### config.mk
export PLATFORM = sky130hd
export DESIGN_NAME = dpram_port_arbiter
export DESIGN_NICKNAME = d
export VERILOG_FILES = /design/src/rtl/dpram_port_arbiter.sv
export SDC_FILE = /design/constraint.sdc
export NUM_CORES = 1
export LEC_CHECK = 0
export ABC_AREA = 0
export CAP_MARGIN = 40
export CORE_MARGIN = 8
export CORE_UTILIZATION = 32
export CTS_CLUSTER_DIAMETER = 200
export CTS_CLUSTER_SIZE = 30
export DETAILED_ROUTE_END_ITERATION = 8
export GPL_TIMING_DRIVEN = 0
export PLACE_DENSITY = 0.81
export SETUP_SLACK_MARGIN = 0.2
export SLEW_MARGIN = 20
export SYNTH_ARGS = -nofsm -noshare
export SYNTH_HDL_FRONTEND = slang
export SYNTH_SLANG_ARGS = --single-unit
### constraint.sdc
create_clock -name clk -period 2.7 [get_ports clk]
set_input_delay 0.54 -clock clk [delete_from_list [all_inputs] [get_ports clk]]
set_output_delay 0.54 -clock clk [all_outputs]
set_load 0.02 [all_outputs]
### src/rtl/dpram_port_arbiter.sv
// dpram_port_arbiter
// Access controller between two RAM clients and a 64x8 true dual-port RAM.
// Requester 0 drives RAM port A, requester 1 drives RAM port B.
// A same-address access pair in which at least one side writes is a conflict.
// The requester picked by a round-robin priority bit proceeds, and the other
// requester is held off for that cycle. Traffic with no conflict passes
// through with no added latency.
//
// Handshake: reqN is raised with weN/addrN/wdataN stable and stays high until
// gntN is seen high. gntN is combinational. The access completes at the next
// rising edge. A granted read returns rvalidN/rdataN one cycle later. A write
// has no completion signal other than gntN.
module dpram_port_arbiter #(
  parameter int AW = 6,
  parameter int DW = 8,
  parameter int CW = 16
) (
  input  logic          clk,
  input  logic          rst,
  input  logic          req0,
  input  logic          we0,
  input  logic [AW-1:0] addr0,
  input  logic [DW-1:0] wdata0,
  input  logic          req1,
  input  logic          we1,
  input  logic [AW-1:0] addr1,
  input  logic [DW-1:0] wdata1,
  output logic          gnt0,
  output logic          gnt1,
  output logic          rvalid0,
  output logic          rvalid1,
  output logic [DW-1:0] rdata0,
  output logic [DW-1:0] rdata1,
  output logic [AW-1:0] ram_addr_a,
  output logic [AW-1:0] ram_addr_b,
  output logic [DW-1:0] ram_data_a,
  output logic [DW-1:0] ram_data_b,
  output logic          ram_we_a,
  output logic          ram_we_b,
  input  logic [DW-1:0] ram_q_a,
  input  logic [DW-1:0] ram_q_b,
  output logic [CW-1:0] conflict_cnt
);

  // Priority bit: 0 favours requester 0 and 1 favours requester 1.
  logic          r_prio;
  logic          r_rvalid0;
  logic          r_rvalid1;
  logic [CW-1:0] r_conflict_cnt;

  logic          w_conflict;
  logic          w_gnt0;
  logic          w_gnt1;

  // A collision needs both requests on the same address with at least one
  // write. Two reads of the same cell are not a collision.
  assign w_conflict = req0 & req1 & (addr0 == addr1) & (we0 | we1);

  // Grant decode. Both grants are forced low during reset, so no write can
  // reach the RAM while rst is high.
  always_comb begin
    w_gnt0 = 1'b0;
    w_gnt1 = 1'b0;
    if (!rst) begin
      if (w_conflict) begin
        w_gnt0 = ~r_prio;
        w_gnt1 = r_prio;
      end else begin
        w_gnt0 = req0;
        w_gnt1 = req1;
      end
    end
  end

  assign gnt0 = w_gnt0;
  assign gnt1 = w_gnt1;

  // RAM ports follow their requesters directly. An ungranted or idle port
  // only performs a harmless read.
  assign ram_addr_a = addr0;
  assign ram_addr_b = addr1;
  assign ram_data_a = wdata0;
  assign ram_data_b = wdata1;
  assign ram_we_a   = req0 & w_gnt0 & we0;
  assign ram_we_b   = req1 & w_gnt1 & we1;

  // Read data comes straight from the registered RAM outputs.
  assign rdata0  = ram_q_a;
  assign rdata1  = ram_q_b;
  assign rvalid0 = r_rvalid0;
  assign rvalid1 = r_rvalid1;

  assign conflict_cnt = r_conflict_cnt;

  // Round-robin update: on a collision, the priority moves to the loser,
  // which is always the side not currently favoured.
  always_ff @(posedge clk) begin
    if (rst) begin
      r_prio <= 1'b0;
    end else if (w_conflict) begin
      r_prio <= ~r_prio;
    end
  end

  // Read-valid flags line up with the RAM's one-cycle read latency.
  always_ff @(posedge clk) begin
    if (rst) begin
      r_rvalid0 <= 1'b0;
      r_rvalid1 <= 1'b0;
    end else begin
      r_rvalid0 <= req0 & w_gnt0 & ~we0;
      r_rvalid1 <= req1 & w_gnt1 & ~we1;
    end
  end

  // Saturating collision counter. It holds at all-ones and never wraps.
  always_ff @(posedge clk) begin
    if (rst) begin
      r_conflict_cnt <= '0;
    end else if (w_conflict && (r_conflict_cnt != {CW{1'b1}})) begin
      r_conflict_cnt <= r_conflict_cnt + 1'b1;
    end
  end

endmodule

After elaboration in Yosys (flattened, before gate mapping)
Index checks and enable logic that the tools add are counted.
- bitwise logic cells: 13
- equal/unequal tests: 2
- muxes and demuxes: 4
- reductions and logical operators: 1
- $add $sub $neg: 1
- operators with widths (cell ; count):
    16-bit by 1-bit adder with 16-bit output (second input constant) ; 1
    16-bit inequality test (second input constant) ; 1
    1-bit bitwise AND ; 9
    6-bit equality test ; 1
    1-bit 2-to-1 mux ; 4
    1-bit inverter ; 3
    1-bit logical AND ; 1
    1-bit OR ; 1
- register bits: 19
- logic and storage cells: 25
- output and inout bits: 66
- input port bits: 50

Logic depth before layout (Yosys ltp)
- depth in word-level cells: 7
- depth in mapped cells: 8
- depth with buffers taken out: 6

Worst setup path after synthesis
OpenSTA, ideal clock, no wires.
- kind: input to output
- start point: input addr1[3]
- end point: output ram_we_a
- cell stages on the path: 5
- arrival time: 2224 ps
- buffers on the path: 0
- setup slack: -64 ps
- required time: 2160 ps
- path through: xor2_1 > or4_1 > nor4_2 > mux2i_1 > nor3b_1
- longest elaborated chain between the ends: 7
- RTL lines (what ; RTL line ; source):
    start, declared ; 26 ; input logic [AW-1:0] addr1,
    6-bit equality test ; 57 ; assign w_conflict = req0 & req1 & (addr0 == addr1) & (we0 | we1);
    1-bit bitwise AND (2 in a row) ; 57 ;
    1-bit 2-to-1 mux ; 65 ; if (w_conflict) begin
    1-bit 2-to-1 mux ; 64 ; if (!rst) begin
    1-bit bitwise AND (2 in a row) ; 84 ; assign ram_we_a = req0 & w_gnt0 & we0;
    end, declared ; 38 ; output logic ram_we_a,
No other way between the ends.

Final worst setup path
- start point: input addr1[0]
- end point: output ram_we_a
Same word-level chain as after synthesis.

==> reports/qor.yml <==
place:
  gp_congestion: 0.818
  place_inst: 292
  io_buffer_count: 83
  hpwl_um: 3660
  place_area_um2: 2250
power:
  peakVddDrop_mv: 0.231
  switching_share: 0.283
  p_leak_nw: 0.983
  power_density_nw_per_um2: 303
  p_int_mw: 0.529
  switchingPower_mw: 0.209
  pwr-share-clk: 0.268
  seqPwrFrac: 0.382
  pwr-share-comb: 0.350
yosys:
  synthMuxAreaShare: 0.0149
  yosys_most_used_dff: "dfxtp_1"
  synth_top_family_by_area: "buffers and inverters"
  avgSynthCellArea_um2: 8.46
  ys_types: 33
  synth_top_area_cell: "dfxtp_1"
  synth-compound-area-share: 0.105
  synthAdderAreaFrac: 0.00930
  synth_top_area_share: 0.283
  netlist_area_um2: 1350
  synth.yosys.seq_area_share: 0.283
  ys_warn_count: 0
  synth_area_leaders: "dfxtp_1, buf_4, xor2_1"
  synth_cells: 159
  synthSimpleGateAreaFrac: 0.227
  synth_edf_count: 0
  synth-xor-area-share: 0.0781
  synth_nets: 210
  ys_ff_latch: 19
  synthArstFlopShare: 0
detailed_routing:
  routed_wl_um: 4530
  drt_pre_antenna_iters: 4
  antenna_left: 0
  via_count: 1428
  drc: 0
  via_per_inst: 4.65
  drtIter0Drc: 80
  routedWlPerCell_um: 14.7
critical_path:
  endpoint_kind: "output pin"
  crit_buf_inv: 3
  cp_cell_sequence: "buf_8 > xor2_2 > or4_4 > nor4_4 > buf_4 > mux2i_4 > nor3b_2 > buf_4"
  cpMaxStageDelayCell: "or4_4"
  required_ns: 2.16
  crit_path_start_kind: "input port"
  path_class: "in -> out"
  cp-startpoint: "addr1[0]"
  cpPeakStageDelay_ns: 0.54
  timing.rr.start: "conflict_cnt[0]"
  path_delay_family: "simple AND/OR/NAND/NOR gates"
  cp_max_fo: 3
  cp_common_cell: "buf_4"
  worstPathArrival_ns: 2.20
timing:
  grt_setup_unrepaired: "yes"
  drv_slew: 0
  fin_ws_ns: -0.0364
  fmax_ghz: 0.365
  finalSetupViolCount: 2
  period_needed_ns: 2.74
  finClkSkew_ns: 0.00302
  period_share: 1.01
  hold_viol_final: 0
  hold_ws_ns: 0.475
  setup_tns_ns: -0.0669
  slew_headroom: 0.655
  tightest_slew_ns: 0.517
floorplan:
  initial_utilization: 0.334
  ios: 116
  die_h_um: 80.8
  die_area_um2: 6530
  row_count: 23
  fp.coreArea_um2: 4030
  die_w_um: 80.8
layout:
  layout_common_cells: "clkdlybuf4s50_1, buf_4, dfxtp_1, nor2_1, a21oi_1"
  area_delta_synth_final_pct: 81.2
  seq_area_um2: 380
  nFillCells: 349
  final_nets: 309
  final_area_um2: 2440
  fin_util: 0.605
  stdcell_count: 307
  n_antenna_cell: 0
  drive_gt1_frac: 0.350
  final_common_cell: "clkdlybuf4s50_1"
  multiInputGateArea_um2: 671
clock_network:
  clk_pin_slew_ns: 0.07
  ctsRootBufferMaster: "clkbuf_8"
  cts_num_sinks: 19
  clk_latency_ns: 0.25
  tritoncts: "yes"
  numCtsBuffers: 3
  max-clock-path-buffers: 2
  htree_levels: 1
  cts_hold_repair.buffers: 0
run_status:
  status: "finished with violations"
  violations: "setup timing"
global_route:
  antenna_found_initial: 0
  overflow: 0
  grt_pass1_vias: 1595
  grt_first_pass_wirelength_um: 7090
  grt_start_max_net_pins: 12
  grt_use_total: 0.132
job:
  max_cap_violations: 0
min_path:
  hold_path.class: "in -> reg"
  min_from: "we0"
==> metrics by stage <==
step / worst slack (ns) / power [mW]
2_1_floorplan: 0.145 / 0.416
3_3_place_gp: -0.847 / 0.525
3_5_place_dp: -0.892 / 0.528
4_1_cts: -0.0962 / 0.736
5_1_grt: -0.0819 / 0.766
6_report: -0.0364 / 0.737
==> state kept, by name (all words and copies together) (netlist names) <==
register / flops
conflict_cnt: 16
r_prio: 1
rvalid0: 1
rvalid1: 1
==> cell families (layout without fill, tap and decap cells) <==
logic type      count (synthesis)  count (layout)
simple gates                   47              47
mux                             2               2
xor+xnor                       12              12
buf+inv                        55             153
flops                          19              19
compound gates                 23              23
fa+ha+maj                       1               1
==> worst register-to-register path, delay by kind of cell, from the launching register on <==
| kind | cells | cell delay (ns) |
|---|---|---|
| simple gates | 4 | 0.65 |
| buf+inv | 2 | 0.37 |
| mux | 1 | 0.22 |
| flops | 1 | 0.41 |
| fa+ha+maj | 1 | 0.20 |
==> metal layers <==
layer / part of all wire / wire length, um / up-vias / track usage
met5: 0 / 0 / - / 0
met4: 0 / 0 / 0 / 0.0161
met3: 0.14 / 648 / 0 / 0.0773
met2: 0.52 / 2360 / 72 / 0.241
met1: 0.34 / 1520 / 652 / 0.130
li1: - / - / 704 / -
==> what timing repair did <==
item | in CTS | in global routing
buffers inserted | 9 | 2
pin swaps | 13 | 4
resized for setup | 77 | 9
setup endpoints to repair | 4 | 6
==> worst paths after layout <==
| path | endpoint | cells past startpoint | slack [ns] |
|---|---|---|---|
| worst min register to register | conflict_cnt[11] | 2 | 0.50 |
| worst max register to register | conflict_cnt[1] | 8 | 0.73 |
| worst max-delay path | ram_we_a | 8 | -0.04 |
| worst min-delay path | rvalid0 | 2 | 0.47 |
==> synthesized netlist by cell type (2+ instances only) <==
cell,instances
and4_1,2
inv_1,6
xnor2_1,2
or4_1,8
o31ai_1,7
xor2_1,10
nand2_1,3
mux2i_1,2
buf_4,44
nand4_1,5
or3_1,3
nand3_1,6
a21oi_1,10
nor2_1,10
dfxtp_1,19
o21ai_0,3
clkbuf_1,3
==> power groups by stage <==
stage / registers [mW] / logic (mW) / clock network, mW
after global routing: 0.282 / 0.274 / 0.211
after CTS: 0.282 / 0.255 / 0.200
final: 0.282 / 0.258 / 0.198
after floorplan: 0.290 / 0.126 / 0
after detailed placement: 0.288 / 0.240 / 0
after global placement: 0.288 / 0.237 / 0
==> layout make-up <==
| cell class | instances | share of cell area |
|---|---|---|
| inverter | 6 | 0.00924 |
| timing repair buffer | 94 | 0.368 |
| buffer | 49 | 0.147 |
| multi-input combinational | 85 | 0.275 |
| sequential | 19 | 0.156 |
| clock buffer | 3 | 0.0169 |
| tap | 50 | 0.0257 |
| clock inverter | 1 | 0.00205 |
(Power assumes the default switching activity.)
